**src/rtl/load_unit.sv**
```systemverilog
// rtl/load_unit.sv - aligned word load with byte/half lane select, sign/zero extension and bus timeout
module load_unit #(
    parameter int TIMEOUT = 256
) (
    input  logic        clk,
    input  logic        rst,
    input  logic        start,
    input  logic [31:0] address,
    input  logic [2:0]  op,
    output logic        busy,
    output logic        done,
    output logic [31:0] result,
    output logic        misaligned,
    output logic        fault,
    output logic        mem_valid,
    output logic [31:0] mem_addr,
    input  logic        mem_ready,
    input  logic [31:0] mem_rdata
);

    localparam int CW    = (TIMEOUT > 0) ? $clog2(TIMEOUT + 1) : 1;
    localparam int LIM_I = (TIMEOUT > 0) ? TIMEOUT - 1 : 0;
    localparam logic [CW-1:0] LIMIT = CW'(LIM_I);

    typedef enum logic [1:0] {IDLE, REQ, RESP, DONE} state_t;

    state_t        state, state_nxt;
    logic [2:0]    op_q;
    logic [1:0]    off_q;
    logic [31:0]   rdata_q;
    logic [CW-1:0] cnt;
    logic          is_half, is_word, mis_in, timeout_hit;
    logic [7:0]    byte_v;
    logic [15:0]   half_v;
    logic [31:0]   ext_v;

    // op[1:0]: 00 byte, 01 half, 1x word (covers the reserved encodings)
    assign is_half     = (op[1:0] == 2'b01);
    assign is_word     = op[1];
    assign mis_in      = (is_half && address[0]) || (is_word && (address[1:0] != 2'b00));
    assign timeout_hit = (TIMEOUT != 0) && (cnt >= LIMIT);

    assign busy      = (state != IDLE);
    assign done      = (state == DONE);
    assign mem_valid = (state == REQ);

    always_ff @(posedge clk or posedge rst) begin
        if (rst) state <= IDLE;
        else     state <= state_nxt;
    end

    always_comb begin
        state_nxt = state;
        case (state)
            IDLE: if (start) state_nxt = mis_in ? DONE : REQ;
            REQ: begin
                // a completion on the timeout cycle still counts as normal
                if (mem_ready)        state_nxt = RESP;
                else if (timeout_hit) state_nxt = DONE;
            end
            RESP:    state_nxt = DONE;
            DONE:    state_nxt = IDLE;
            default: state_nxt = IDLE;
        endcase
    end

    always_comb begin
        byte_v = rdata_q[{off_q, 3'b000} +: 8];
        half_v = rdata_q[{off_q[1], 4'b0000} +: 16];
        case (op_q)
            3'b000:  ext_v = {{24{byte_v[7]}}, byte_v};
            3'b100:  ext_v = {24'h0, byte_v};
            3'b001:  ext_v = {{16{half_v[15]}}, half_v};
            3'b101:  ext_v = {16'h0, half_v};
            default: ext_v = rdata_q;
        endcase
    end

    always_ff @(posedge clk or posedge rst) begin
        if (rst) begin
            op_q       <= 3'b000;
            off_q      <= 2'b00;
            rdata_q    <= 32'h0;
            cnt        <= '0;
            result     <= 32'h0;
            misaligned <= 1'b0;
            fault      <= 1'b0;
            mem_addr   <= 32'h0;
        end else begin
            case (state)
                IDLE: if (start) begin
                    op_q       <= op;
                    off_q      <= address[1:0];
                    mem_addr   <= {address[31:2], 2'b00};
                    cnt        <= '0;
                    misaligned <= mis_in;
                    fault      <= 1'b0;
                    if (mis_in) result <= 32'h0;
                end
                REQ: begin
                    if (mem_ready) begin
                        rdata_q <= mem_rdata;
                    end else begin
                        if (timeout_hit) begin
                            fault  <= 1'b1;
                            result <= 32'h0;
                        end
                        if (cnt != {CW{1'b1}}) cnt <= cnt + 1'b1;
                    end
                end
                RESP:    result <= ext_v;
                default: ;
            endcase
        end
    end

endmodule
```
**config.mk**
```make
export PLATFORM = sky130hd
export DESIGN_NAME = load_unit
export DESIGN_NICKNAME = d
export VERILOG_FILES = /design/src/rtl/load_unit.sv
export SDC_FILE = /design/constraint.sdc
export NUM_CORES = 1
export LEC_CHECK = 0
export ABC_AREA = 0
export BUFFER_PORTS_ARGS = -buffer_cell sky130_fd_sc_hd__clkbuf_2
export CAP_MARGIN = 25
export CORE_MARGIN = 2
export CORE_UTILIZATION = 23
export DETAILED_ROUTE_END_ITERATION = 8
export HOLD_SLACK_MARGIN = 0.03
export SYNTH_ARGS = -nofsm -noshare
export SYNTH_HDL_FRONTEND = slang
export SYNTH_SLANG_ARGS = --single-unit
```
**constraint.sdc**
```tcl
create_clock -name clk -period 5.5 [get_ports clk]
set_clock_uncertainty 0.15 [all_clocks]
set_input_delay 1.1 -clock clk [delete_from_list [all_inputs] [get_ports clk]]
set_output_delay 1.1 -clock clk [all_outputs]
set_load 0.05 [all_outputs]
```
==> flow_summary.ini <==
[run_status]
status = complete, no violations

[yosys]
synth.cell_area_um2 = 5350
ys_ff_latch = 112
synthDistinctLibCells = 47
yosysSeqAreaShare_pct = 52.4
async_reset_ff_share_pct = 100
synthCells = 422
yosys_warnings = 0
ys.flop_type = dfrtp_1
synthesis.area_per_instance_um2 = 12.7
synth_edf_count = 0

[worst_setup_path]
required_ps = 5600
crit_type = flop to flop
startpoint_type = flop
crit_arrival_ps = 3180
cp-end-kind = flop
crit_fanout = 33

[floorplanning]
core_um2 = 22700
chipHeight_um = 157
rows = 55
die-area_um2 = 24500
start_util_pct = 23.6
die_w_um = 157
ios = 140

[placement]
place_congestion = 0.784
place_area_um2 = 6280
port_buffers = 137
dpl.hpwl_mm = 10.6

[drt]
wl_per_cell_um = 16.9
drc = 0
wl_met2_mm = 6.75
drtAntennaViolNets = 0
wl_met3_um = 990
first_pass_iters = 5
drt_wl_total_mm = 14.1
top_layer = met4
vias = 3787
wl_met1_mm = 6.23
drtIter0Drc = 211
vias_per_cell = 4.52

[timing]
fmax_mhz = 325
finalSetupTns_ps = 0
tightest_slew_ps = 1010
rsz0062_at_grt = false
slew_headroom_pct = 32.4
final.period_utilization_pct = 55.9
setup_viol = 0
whs_ps = 342
slew_viol_final = 0
min_period_ps = 3080
hold_viol_final = 0

[finish]
finish.instance_area_um2 = 6580
nFillCells = 2377
multiInputGateArea_um2 = 2350
diodes = 0
syn2layout_area_growth_pct = 23.0
ff_latch_area_um2 = 2800
drive_above_1_share_pct = 44.6
fin_nets = 625

[power]
ir_worst_vdd_v = 0.000342
switchingPower_mw = 2.08
swShare_pct = 47.4
clock_power_share_pct = 15.5
leakage_nw = 3.12
powerDensity_nw_per_um2 = 665
power_frac_seq_pct = 33.5
power_frac_comb_pct = 51.0
power.internal_mw = 2.30

[grt]
grt-ovfl-total = 0
grt_max_degree = 70
track_usage_pct = 11.7
grt_pass1_vias = 3823
antenna_found_initial = 0
grt_pass1_wl_mm = 21.9

[cts]
cts_hold_buffers = 0
clk_path_buf_depth = 2
root_buffer = clkbuf_16
clock_sinks = 112
postCtsSetupBuffers = 0
cts_resized = 0
clk_latency_ps = 360
cts_tree = yes
ctsHtreeMaxLevel = 3
cts_buffers = 9
clk_pin_slew_ps = 80

[job]
maxCapViolCount = 0

[hold_path]
hold_path.class = flop to flop
==> layout make-up <==
| type | instances | area share (%) |
|---|---|---|
| clock inverters | 7 | 1.20 |
| well taps | 285 | 5.42 |
| multi-input cells | 271 | 35.8 |
| clock buffers | 9 | 3.42 |
| flip-flops and latches | 112 | 42.6 |
| inverters | 12 | 0.723 |
| repair buffers | 141 | 10.9 |
==> kinds of logic (layout without fill, tap and decap cells) <==
kind of cell / after synthesis / after routing / synth area share (%)
fa+ha+maj: 7 / 7 / 1.64
xor+xnor: 3 / 3 / 0.491
other cells: 1 / 2 / 0.0701
mux: 96 / 96 / 20.8
simple gates: 66 / 66 / 7.27
buf+inv: 40 / 169 / 3.67
compound gates: 97 / 97 / 13.6
flops: 112 / 112 / 52.4
==> power groups by stage <==
stage	clock [mW]	sequential (mW)	combinational (mW)
floorplan	0	1.92	1.30
global placement	0	1.47	2.22
detailed placement	0	1.49	2.25
CTS	0.701	1.47	2.26
global route	0.736	1.52	2.40
finish	0.680	1.47	2.23
==> worst max-delay path, cell delays in order (launching register included) <==
cell and delay, ps:
dfrtp_1 440, ha_1 380, and2_1 210, buf_4 260
nor3_4 570, nand3_4 490, mux2_4 450
==> sequential cells by signal, indices dropped and copies added (netlist names) <==
register and flops:
rdata_q 32, result 32, mem_addr 30, cnt 9, op_q 3, off_q 2
state 2, fault 1, misaligned 1
==> metal layers <==
metal  global-route usage (%)  vias up
li1                         -     1824
met1                     14.7     1858
met2                     19.2       94
met3                     4.24       11
met4                     3.15        0
met5                        0        -
==> cells in the mapped netlist (all sizes together) (5+ instances only) <==
cell type	instances	area, um^2
dfrtp	112	2800
mux2	82	961
buf	20	121
a21o	19	143
nand4	19	119
o2bb2ai	19	166
o21ai	18	90.1
nor2	17	63.8
mux2i	13	130
inv	12	45.0
nand2	9	33.8
a21oi	8	40.0
clkbuf	8	30.0
ha	7	87.6
a221oi	6	52.6
o221a	6	67.6
o22ai	6	37.5
nand2b	5	31.3
==> cells in the final DEF, fill, tap and decap left out, types with 8 or more instances in the layout <==
master / instances
clkbuf_2: 137
dfrtp_1: 112
mux2_2: 72
nand4_1: 19
a21o_1: 19
o2bb2ai_1: 19
nor2_1: 17
o21ai_0: 16
mux2i_1: 13
inv_1: 11
mux2_4: 10
nand2_1: 9
clkbuf_16: 9
a21oi_1: 8
==> path summary, 6_finish.rpt <==
| path | startpoint | to | slack (ps) | cells past startpoint |
|---|---|---|---|---|
| max in group asynchronous | rst | mem_addr[9] | 3350 | 3 |
| worst max register to register | state[0] | result[8] | 2420 | 6 |
| worst min-delay path | result[23] | result[23] | 340 | 1 |
| min in group asynchronous | rst | mem_addr[20] | 720 | 2 |
| worst min register to register | result[23] | result[23] | 340 | 1 |
| worst max-delay path | state[0] | result[8] | 2420 | 6 |
==> metrics by stage <==
stage	utilization (%)	total power, mW	worst slack [ps]	instances
finish	29.0	4.38	2420	837
global route	29.0	4.66	2140	837
CTS	29.0	4.43	2380	837
detailed placement	27.6	3.74	2010	821
global placement	27.6	3.70	2060	820
floorplan	-	3.22	1290	423
Note: power is estimated with default switching activity, not from simulation.
